===== src/rtl/dbus_arbiter.sv =====
// dbus_arbiter
//   Shares the single data-bus master port between two requesters:
//   port 0 (memory-stage load/store) and port 1 (page-table walker or other
//   auxiliary data-side master). A grant covers exactly one transaction,
//   from the granting cycle through the data_ok cycle.
//
//   Build option: define ARB_ROUND_ROBIN_EN to resolve simultaneous requests
//   by alternation (winner is the port not granted last). Without it,
//   HIGH_PRIO always wins contention.
//
// Ports
//   clk    in   rising-edge clock
//   rst    in   synchronous active-high reset
//   req0   in   port 0 request  (valid, addr, size, strobe, data)
//   resp0  out  port 0 response (addr_ok, data_ok, data)
//   req1   in   port 1 request
//   resp1  out  port 1 response
//   dreq   out  merged request to the top-level dbus
//   dresp  in   response from the top-level dbus
//   busy   out  high while a granted transaction is outstanding
//   owner  out  port currently or last granted
//
// State | meaning
//   IDLE  | no transaction held; arbitration is combinational
//   BUSY  | owner's transaction issued, waiting for data_ok

package dbus_pkg;
    typedef struct packed {
        logic        valid;
        logic [31:0] addr;
        logic [2:0]  size;
        logic [3:0]  strobe;
        logic [31:0] data;
    } dbus_req_t;

    typedef struct packed {
        logic        addr_ok;
        logic        data_ok;
        logic [31:0] data;
    } dbus_resp_t;
endpackage

module dbus_arbiter
    import dbus_pkg::*;
#(
    parameter logic HIGH_PRIO = 1'b0
) (
    input  logic       clk,
    input  logic       rst,
    input  dbus_req_t  req0,
    output dbus_resp_t resp0,
    input  dbus_req_t  req1,
    output dbus_resp_t resp1,
    output dbus_req_t  dreq,
    input  dbus_resp_t dresp,
    output logic       busy,
    output logic       owner
);

    typedef enum logic {
        S_IDLE = 1'b0,
        S_BUSY = 1'b1
    } state_t;

    state_t state_q, state_d;
    logic   owner_q, owner_d;
    logic   contend_pick;
    logic   sel;
    logic   active;

`ifdef ARB_ROUND_ROBIN_EN
    logic   last_grant_q, last_grant_d;
    assign contend_pick = ~last_grant_q;
`else
    assign contend_pick = HIGH_PRIO;
`endif

    always_comb begin
        state_d = state_q;
        owner_d = owner_q;
        sel     = owner_q;
        active  = 1'b0;
        dreq    = '0;
        resp0   = '0;
        resp1   = '0;
`ifdef ARB_ROUND_ROBIN_EN
        last_grant_d = last_grant_q;
`endif

        if (state_q == S_BUSY) begin
            // Grant is held until data_ok even if the owner misbehaves and
            // drops valid; the bus still sees the owner's request.
            active = 1'b1;
            if (dresp.data_ok) begin
                state_d = S_IDLE;
`ifdef ARB_ROUND_ROBIN_EN
                last_grant_d = owner_q;
`endif
            end
        end else if (req0.valid || req1.valid) begin
            active  = 1'b1;
            sel     = (req0.valid && req1.valid) ? contend_pick : req1.valid;
            owner_d = sel;
            // Zero-wait completion finishes inside the granting cycle.
            if (dresp.data_ok) begin
`ifdef ARB_ROUND_ROBIN_EN
                last_grant_d = sel;
`endif
            end else begin
                state_d = S_BUSY;
            end
        end

        if (active && !rst) begin
            if (sel) begin
                dreq  = req1;
                resp1 = dresp;
            end else begin
                dreq  = req0;
                resp0 = dresp;
            end
        end
    end

    always_ff @(posedge clk) begin
        if (rst) begin
            state_q <= S_IDLE;
            owner_q <= 1'b0;
`ifdef ARB_ROUND_ROBIN_EN
            last_grant_q <= ~HIGH_PRIO;
`endif
        end else begin
            state_q <= state_d;
            owner_q <= owner_d;
`ifdef ARB_ROUND_ROBIN_EN
            last_grant_q <= last_grant_d;
`endif
        end
    end

    // Reset forces the visible status low immediately, not one cycle late.
    assign busy  = (state_q == S_BUSY) && !rst;
    assign owner = rst ? 1'b0 : owner_q;

    // Requester contract: the owner keeps valid high until its data_ok.
    owner_holds_valid: assert property (
        @(posedge clk) disable iff (rst)
        (state_q == S_BUSY) |-> (owner_q ? req1.valid : req0.valid)
    );

endmodule

===== config.mk =====
export PLATFORM = sky130hd
export DESIGN_NAME = dbus_arbiter
export DESIGN_NICKNAME = d
export VERILOG_FILES = /design/src/rtl/dbus_arbiter.sv
export SDC_FILE = /design/constraint.sdc
export NUM_CORES = 1
export LEC_CHECK = 0
export ABC_AREA = 1
export CAP_MARGIN = 20
export CORE_AREA = 2 2 125 127
export CTS_BUF_LIST = sky130_fd_sc_hd__clkbuf_16
export CTS_CLUSTER_DIAMETER = 30
export DETAILED_ROUTE_END_ITERATION = 12
export DIE_AREA = 0 0 127 129
export GPL_TIMING_DRIVEN = 0
export PLACE_DENSITY = 0.53
export SYNTH_ARGS = -nofsm -noshare
export SYNTH_HDL_FRONTEND = slang
export SYNTH_SLANG_ARGS = --single-unit

===== constraint.sdc =====
create_clock -name clk -period 1.35 [get_ports clk]
set_input_delay 0.2025 -clock clk [delete_from_list [all_inputs] [get_ports clk]]
set_output_delay 0.2025 -clock clk [all_outputs]
set_load 0.05 [all_outputs]

# After elaboration in Yosys (flattened, before gate mapping)
# Cells that the tools add are included.
[classes]
reduce_logical = 5
mux = 15
[ops]
columns = ["cell", "n"]
rows = [
  ["$mux 72", 2],
  ["$mux 34", 4],
  ["$mux 1", 9],
  ["$logic_and 1x1->1", 3],
  ["$logic_not 1->1", 1],
  ["$logic_or 1x1->1", 1],
]
[totals]
output_inout_bits = 142
regBits = 2
input_bits = 180
wordCells = 22

# Logic depth before layout (Yosys ltp)
# Gate-level depths: netlist of the first run.
[logic_depth]
depth_word = 6
mapped_depth = 8
mapped_depth_nobuf = 6

# Least setup slack after synthesis of the first run
# OpenSTA, ideal clock, no wires.
[synth_timing]
path_type = "register to output"
from = "reg state_q"
to = "out dreq[10] (netlist bit)"
n_path_buf = 2
required_ps = 1148
setup_slack_ps = -474
path_stages_with_launch = 8
t_arrival_ps = 1622
path_cell_list = "dfxtp_1 -> inv_2 -> nand2_1 -> nand2_2 -> buf_4 -> buf_2 -> a21oi_1 -> nor2_1"
[synth_rtl]
columns = ["element", "line_no", "source"]
rows = [
  ["from (decl)", "65", "state_t state_q, state_d;"],
  ["from (signal assigned)", "133", "state_q <= state_d;"],
  ["to (decl)", "54", "output dbus_req_t dreq,"],
]

==> run_results.csv, run 1 <==
group,metric,value,unit
routing,wl_per_cell,16.1,um
critical_path,setup.worst_path.end_class,"output pin",
power_and_ir_drop,total_power,0.00472,W
hold_path,hold_class,"in -> reg",
cts,cts_num_sinks,2,
routing,drc_errors,0,
layout,n_fill_cell,1478,
layout,design_area,8060,um2
global_route,antenna_found_initial,0,
status,status,"finished with violations",
yosys,synth-compound-area-share,15.5,%
yosys,synth_area,2390,um2
timing,rsz0062_at_grt,"yes",
yosys,synth-simple-area-share,60.8,%
place,placement.cell_area,6700,um2
critical_path,crit_path_start,"state_q$_SDFF_PP0_",
yosys,postSynthAreaPerCell,4.27,um2
yosys,synth_xor_area_share,0,%
routing,viasPerCell,4.45,
yosys,ys_seq_area_share,1.67,%
critical_path,required,1.15,ns
layout,drive_gt1_share,49.1,%
power_and_ir_drop,power_frac_clock,9.4,%
yosys,synth_nets,741,
timing,fmax,571,MHz
timing,clock_skew,0.000738,ns
cts,insertion_delay,0.22,ns
yosys,synth_top_family_by_area,"simple AND/OR/NAND/NOR gates",
floorplan,core_area,15000,um2
floorplan,die_w,127,um
power_and_ir_drop,ir_worst_vdd,0.000484,V
timing,fin_crit_sh,130,%
status,violations,"setup timing",
yosys,synth.distinct_cells,14,
timing,hold_viol,0,
layout,final_cell_mix,"176 x clkdlybuf4s50_1, 123 x buf_6, 121 x nand2_1",
power_and_ir_drop,p_leak,3.41,nW
power_and_ir_drop,p_switching,0.00250,W
global_route,grt_pass1_wl,26.0,mm
floorplan,initial_utilization,16.0,%
timing,min_period,1.75,ns
yosys,synthAdderAreaFrac,0,%
yosys,yosysTopAreaCellShare,22.9,%
place,dp_slack,-1.61,ns
routing,drt_iter0_drc,196,
routing,postRouteAntennaNets,0,
yosys,synthMuxAreaShare,0,%
yosys,synth-seq-cells,2,
place,place.gp.congestion,0.913,
critical_path,start_kind,"register",
layout,multi_input_area,3210,um2
place,hpwlAfterDp,13.9,mm
cts,root_buffer,"clkbuf_16",
timing,finalSetupViolCount,140,
place,port_buffers,321,
floorplan,num_rows,45,
global_route,grt_remaining_overflow,0,
power_and_ir_drop,p_int,0.00222,W
power_and_ir_drop,combPwrFrac,89.2,%
timing,setup_ws,-0.400,ns
routing,vias,4808,
yosys,syn_inst,561,
cts,htree_levels,1,
routing,drt-total-wl,17.4,mm
yosys,synth_largest_area_cell,"nor2_1",
global_route,grt_max_degree,11,
timing,slew_headroom,80.3,%
yosys,synthTopCellsByArea,"nor2_1 23%, nand2_1 22%, a21oi_1 15%, nand3_1 15%, inv_1 11%",
critical_path,path_max_fanout,10,
critical_path,worstPathArrival,1.55,ns
layout,fin_nets,1074,
timing,slew_violations,0,
place,dp.cells,1070,
cts,tritoncts,"done",
floorplan,boundaryPins,322,
floorplan,die_area,16400,um2
floorplan,chipHeight,129,um
timing,tightest_slew,0.296,ns
global_route,track_usage,19.6,%
cts,numCtsBuffers,3,
global_route,grt_pass1_vias,4909,
hold_path,min_from,"rst",
critical_path,critical_path_class,"reg -> out",
layout,antennaDiodeCount,0,
power_and_ir_drop,p_per_area,586,nW/um2
routing,drtPass1Iterations,4,
yosys,yosys_warnings,0,
power_and_ir_drop,p_seq_share,1.4,%
layout,mostFrequentLayoutCell,"clkdlybuf4s50_1",
timing,hold_slack,0.410,ns
power_and_ir_drop,netSwitchingFraction,53.0,%
cts,clockBufferDepth,2,
critical_path,reg2reg_from,"state_q$_SDFF_PP0_",
layout,syn2layout_area_growth,237,%
cts,path_clk_slew,0.03,ns
run,cap_violations,0,
layout,stdcell_count,1080,
layout,layout.area.seq,41.3,um2
state kept, by name (all words and copies together), names as in the netlist:
register  cells
owner_q       1
state_q       1
worst paths after layout:
path / end / slack [ns] / cells past startpoint
setup / recovery: resp1[31] / -0.40 / 8
hold / removal: owner_q$_SDFF_PP0_ / 0.41 / 2
setup reg to reg: owner_q$_SDFF_PP0_ / 0.19 / 6
hold reg to reg: owner_q$_SDFF_PP0_ / 0.95 / 5
power by group through the flow:
stage	Combinational, W	Clock, W	Sequential (W)
floorplan	0.00220	0	0.0000658
global placement	0.00350	0	0.0000659
detailed placement	0.00353	0	0.0000660
finish	0.00421	0.000444	0.0000661
CTS	0.00386	0.000449	0.0000653
global route	0.00442	0.000458	0.0000663
layout make-up:
type / instances / area share (%)
Timing Repair Buffer: 328 / 44.6
Clock buffer: 3 / 0.931
Multi-Input combinational cell: 434 / 39.8
Tap cell: 188 / 2.92
Buffer: 51 / 7.70
Sequential cell: 2 / 0.512
Inverter: 74 / 3.54
synth_stat cells (all sizes together):
master and number:
a21oi 72, buf 36, clkbuf 15, dfxtp 2, inv 74, nand2 144
nand3 71, nand3b 1, nor2 146
routing by layer:
layer  GRT usage (%)  part of all wire [%]  vias up
li1                -                     -     2390
met1            22.8                    39     2204
met2            36.9                    52      188
met3            3.99                   6.6       26
met4            4.78                   2.5        0
met5               0                     0        -
logic make-up (layout without fill, tap and decap cells):
| family | Yosys count | in the layout |
|---|---|---|
| compound gates | 72 | 72 |
| flops | 2 | 2 |
| simple gates | 362 | 362 |
| buf+inv | 125 | 456 |
metrics by stage:
step                      TNS, ns  util (%)
after floorplan            -25.14         -
after global placement    -195.08      44.7
after detailed placement  -200.58      44.7
after CTS                  -53.30      49.0
after global routing       -57.36      53.8
final                      -49.09      53.8
timing repair:
item,CTS,global route
setup endpoints to repair,144,141
setup buffers,2,1
cloned,1,3
hold buffers,0,0
pin swaps,3,8
gates resized for setup,1089,166
critical path: stages (launching register included):
cell and delay [ns]:
dfxtp_2 0.34, inv_6 0.06, a21oi_4 0.14, buf_12 0.15, buf_12 0.14, buf_8 0.13, nand2_1 0.06, nor2_2 0.12
buf_6 0.17
Power figures use the tool's default switching activity.
==> run 2, diff against run 1 <==
--- a/config.mk
+++ b/config.mk
@@ -7,13 +7,15 @@
 export LEC_CHECK = 0
 export ABC_AREA = 1
 export CAP_MARGIN = 20
-export CORE_AREA = 2 2 125 127
+export CELL_PAD_IN_SITES_DETAIL_PLACEMENT = 1
+export CELL_PAD_IN_SITES_GLOBAL_PLACEMENT = 1
+export CORE_MARGIN = 2
+export CORE_UTILIZATION = 13
 export CTS_BUF_LIST = sky130_fd_sc_hd__clkbuf_16
 export CTS_CLUSTER_DIAMETER = 30
 export DETAILED_ROUTE_END_ITERATION = 12
-export DIE_AREA = 0 0 127 129
 export GPL_TIMING_DRIVEN = 0
-export PLACE_DENSITY = 0.53
+export PLACE_DENSITY = 0.78
 export SYNTH_ARGS = -nofsm -noshare
 export SYNTH_HDL_FRONTEND = slang
 export SYNTH_SLANG_ARGS = --single-unit
==> run 2 against run 1 <==
The run still ends with setup timing left. Hold slack improved by 0.022 ns. Sequential power hardly changed. Non-clock buffer count grew 2. Flip-flop and latch count is the same. Total power about the same. Maximum frequency down 4.4%.
==> run_results.csv, run 2 (same netlist as run 1, synthesis figures left out) <==
group,metric,value,unit
status,status,"finished with violations",
status,violations,"setup timing",
critical_path,r2r_slack,0.10,ns
critical_path,required,1.15,ns
timing,min_period,1.83,ns
timing,finalSetupViolCount,140,
routing,wl_per_cell,17.4,um
cts,root_buffer,"clkbuf_16",
cts,cts_num_sinks,2,
cts,clockBufferDepth,2,
critical_path,critical_path_class,"reg -> out",
layout,drive_gt1_share,48.2,%
run,cap_violations,0,
critical_path,r2r_end,"owner_q$_SDFF_PP0_",
floorplan,boundaryPins,322,
cts,numCtsBuffers,3,
floorplan,initial_utilization,13.3,%
global_route,antenna_found_initial,1,
cts,htree_levels,1,
floorplan,core_area,18000,um2
timing,tightest_slew,0.328,ns
hold_path,hold_class,"in -> reg",
floorplan,die_w,140,um
cts,tritoncts,"done",
global_route,use_met2,33.2,%
routing,postRouteAntennaNets,0,
routing,drc_errors,0,
cts,insertion_delay,0.22,ns
global_route,grt_max_degree,11,
routing,vias,4896,
critical_path,reg2reg_depth,6,
global_route,track_usage,17.8,%
routing,drtPass1Iterations,4,
place,dp_slack,-1.64,ns
critical_path,setup.worst_path.end_class,"output pin",
global_route,grt_remaining_overflow,0,
power_and_ir_drop,p_leak,3.41,nW
place,hpwlAfterDp,14.9,mm
critical_path,crit_path_start,"state_q$_SDFF_PP0_",
layout,syn2layout_area_growth,234,%
timing,rsz0062_at_grt,"yes",
critical_path,reg2reg_from,"state_q$_SDFF_PP0_",
cts,path_clk_slew,0.03,ns
place,port_buffers,321,
global_route,use_met3,3.72,%
timing,slew_violations,0,
timing,fin_crit_sh,136,%
timing,fmax,546,MHz
power_and_ir_drop,ir_worst_vdd,0.000507,V
critical_path,start_kind,"register",
global_route,grt_pass1_wl,28.3,mm
timing,hold_viol,0,
layout,final_cell_mix,"176 x clkdlybuf4s50_1, 123 x nand2_1, 116 x buf_6",
place,place.gp.congestion,0.798,
routing,drt-total-wl,19.6,mm
layout,design_area,8000,um2
power_and_ir_drop,p_per_area,590,nW/um2
place,placement.cell_area,6750,um2
timing,setup_ws,-0.480,ns
layout,mostFrequentLayoutCell,"clkdlybuf4s50_1",
floorplan,num_rows,49,
critical_path,worstPathArrival,1.63,ns
timing,clock_skew,0.00194,ns
floorplan,die_area,19500,um2
critical_path,path_max_fanout,10,
cts,cts_hold_buf,0,
layout,fin_nets,1077,
timing,slew_headroom,78.1,%
critical_path,crit_end,"resp1[32]",
global_route,gr-max-usage-layer,"met2",
layout,reg_top3,"owner_q (1), state_q (1)",
global_route,grt_pass1_vias,5028,
global_route,grt_util_met1,21.3,%
routing,viasPerCell,4.35,
routing,drt_iter0_drc,60,
floorplan,chipHeight,140,um
-- run 2: what timing repair did --
item | in CTS | in global routing
buffers inserted | 2 | 2
gates resized for setup | 1013 | 213
setup endpoints to repair | 144 | 142
pin swaps | 5 | 5
cloned | 0 | 6
-- run 2: worst max-delay path, stage by stage, from the launching register on --
cell	delay, ns
dfxtp_2	0.34
inv_6	0.06
a21oi_4	0.16
buf_12	0.17
buf_12	0.14
buf_8	0.13
nand2_1	0.09
nor2_2	0.13
buf_6	0.17
-- run 2: through the flow --
| step | instances | power [W] | hold WS, ns | utilization [%] | setup TNS [ns] |
|---|---|---|---|---|---|
| floorplan | 561 | 0.00227 | 0.267 | - | -25.14 |
| global placement | 1111 | 0.00360 | 0.827 | 37.4 | -204.05 |
| detailed placement | 1111 | 0.00364 | 0.831 | 37.4 | -207.73 |
| CTS | 1116 | 0.00433 | 0.428 | 39.7 | -60.89 |
| global route | 1124 | 0.00496 | 0.471 | 44.4 | -64.08 |
| finish | 1125 | 0.00472 | 0.433 | 44.4 | -54.44 |
-- run 2: cell type report --
| type | instances | area [um2] |
|---|---|---|
| Inverter | 74 | 288 |
| Sequential cell | 2 | 41.3 |
| Timing Repair Buffer | 330 | 3570 |
| Fill cell | 2166 | 10000 |
| Antenna cell | 1 | 2.50 |
| Tap cell | 229 | 287 |
| Buffer | 51 | 613 |
| Multi-Input combinational cell | 435 | 3130 |
| Clock buffer | 3 | 75.1 |
-- run 2: where the power goes --
| part | leakage [nW] | switching [W] | internal [W] |
|---|---|---|---|
| clock network | 0.0370 | 0.0000691 | 0.000377 |
| registers | 0.0168 | 0.00000265 | 0.0000636 |
| logic | 3.36 | 0.00245 | 0.00175 |
-- run 2: how the worst min path moves through the flow --
stage / from / to / slack [ns] / cells after the start
after global placement: dresp[32] / state_q$_SDFF_PP0_ / 0.83 / 2
after detailed placement: dresp[32] / state_q$_SDFF_PP0_ / 0.83 / 2
final: rst / owner_q$_SDFF_PP0_ / 0.43 / 2
after CTS: rst / owner_q$_SDFF_PP0_ / 0.43 / 2
after global routing: rst / owner_q$_SDFF_PP0_ / 0.47 / 2
after floorplan: dresp[32] / state_q$_SDFF_PP0_ / 0.27 / 1
-- run 2: per-layer routing --
metal  vias up  part of all wire, %
met4         0                  1.6
met5         -                    0
li1       2389                    -
met3        24                  7.1
met1      2290                   39
met2       193                   53
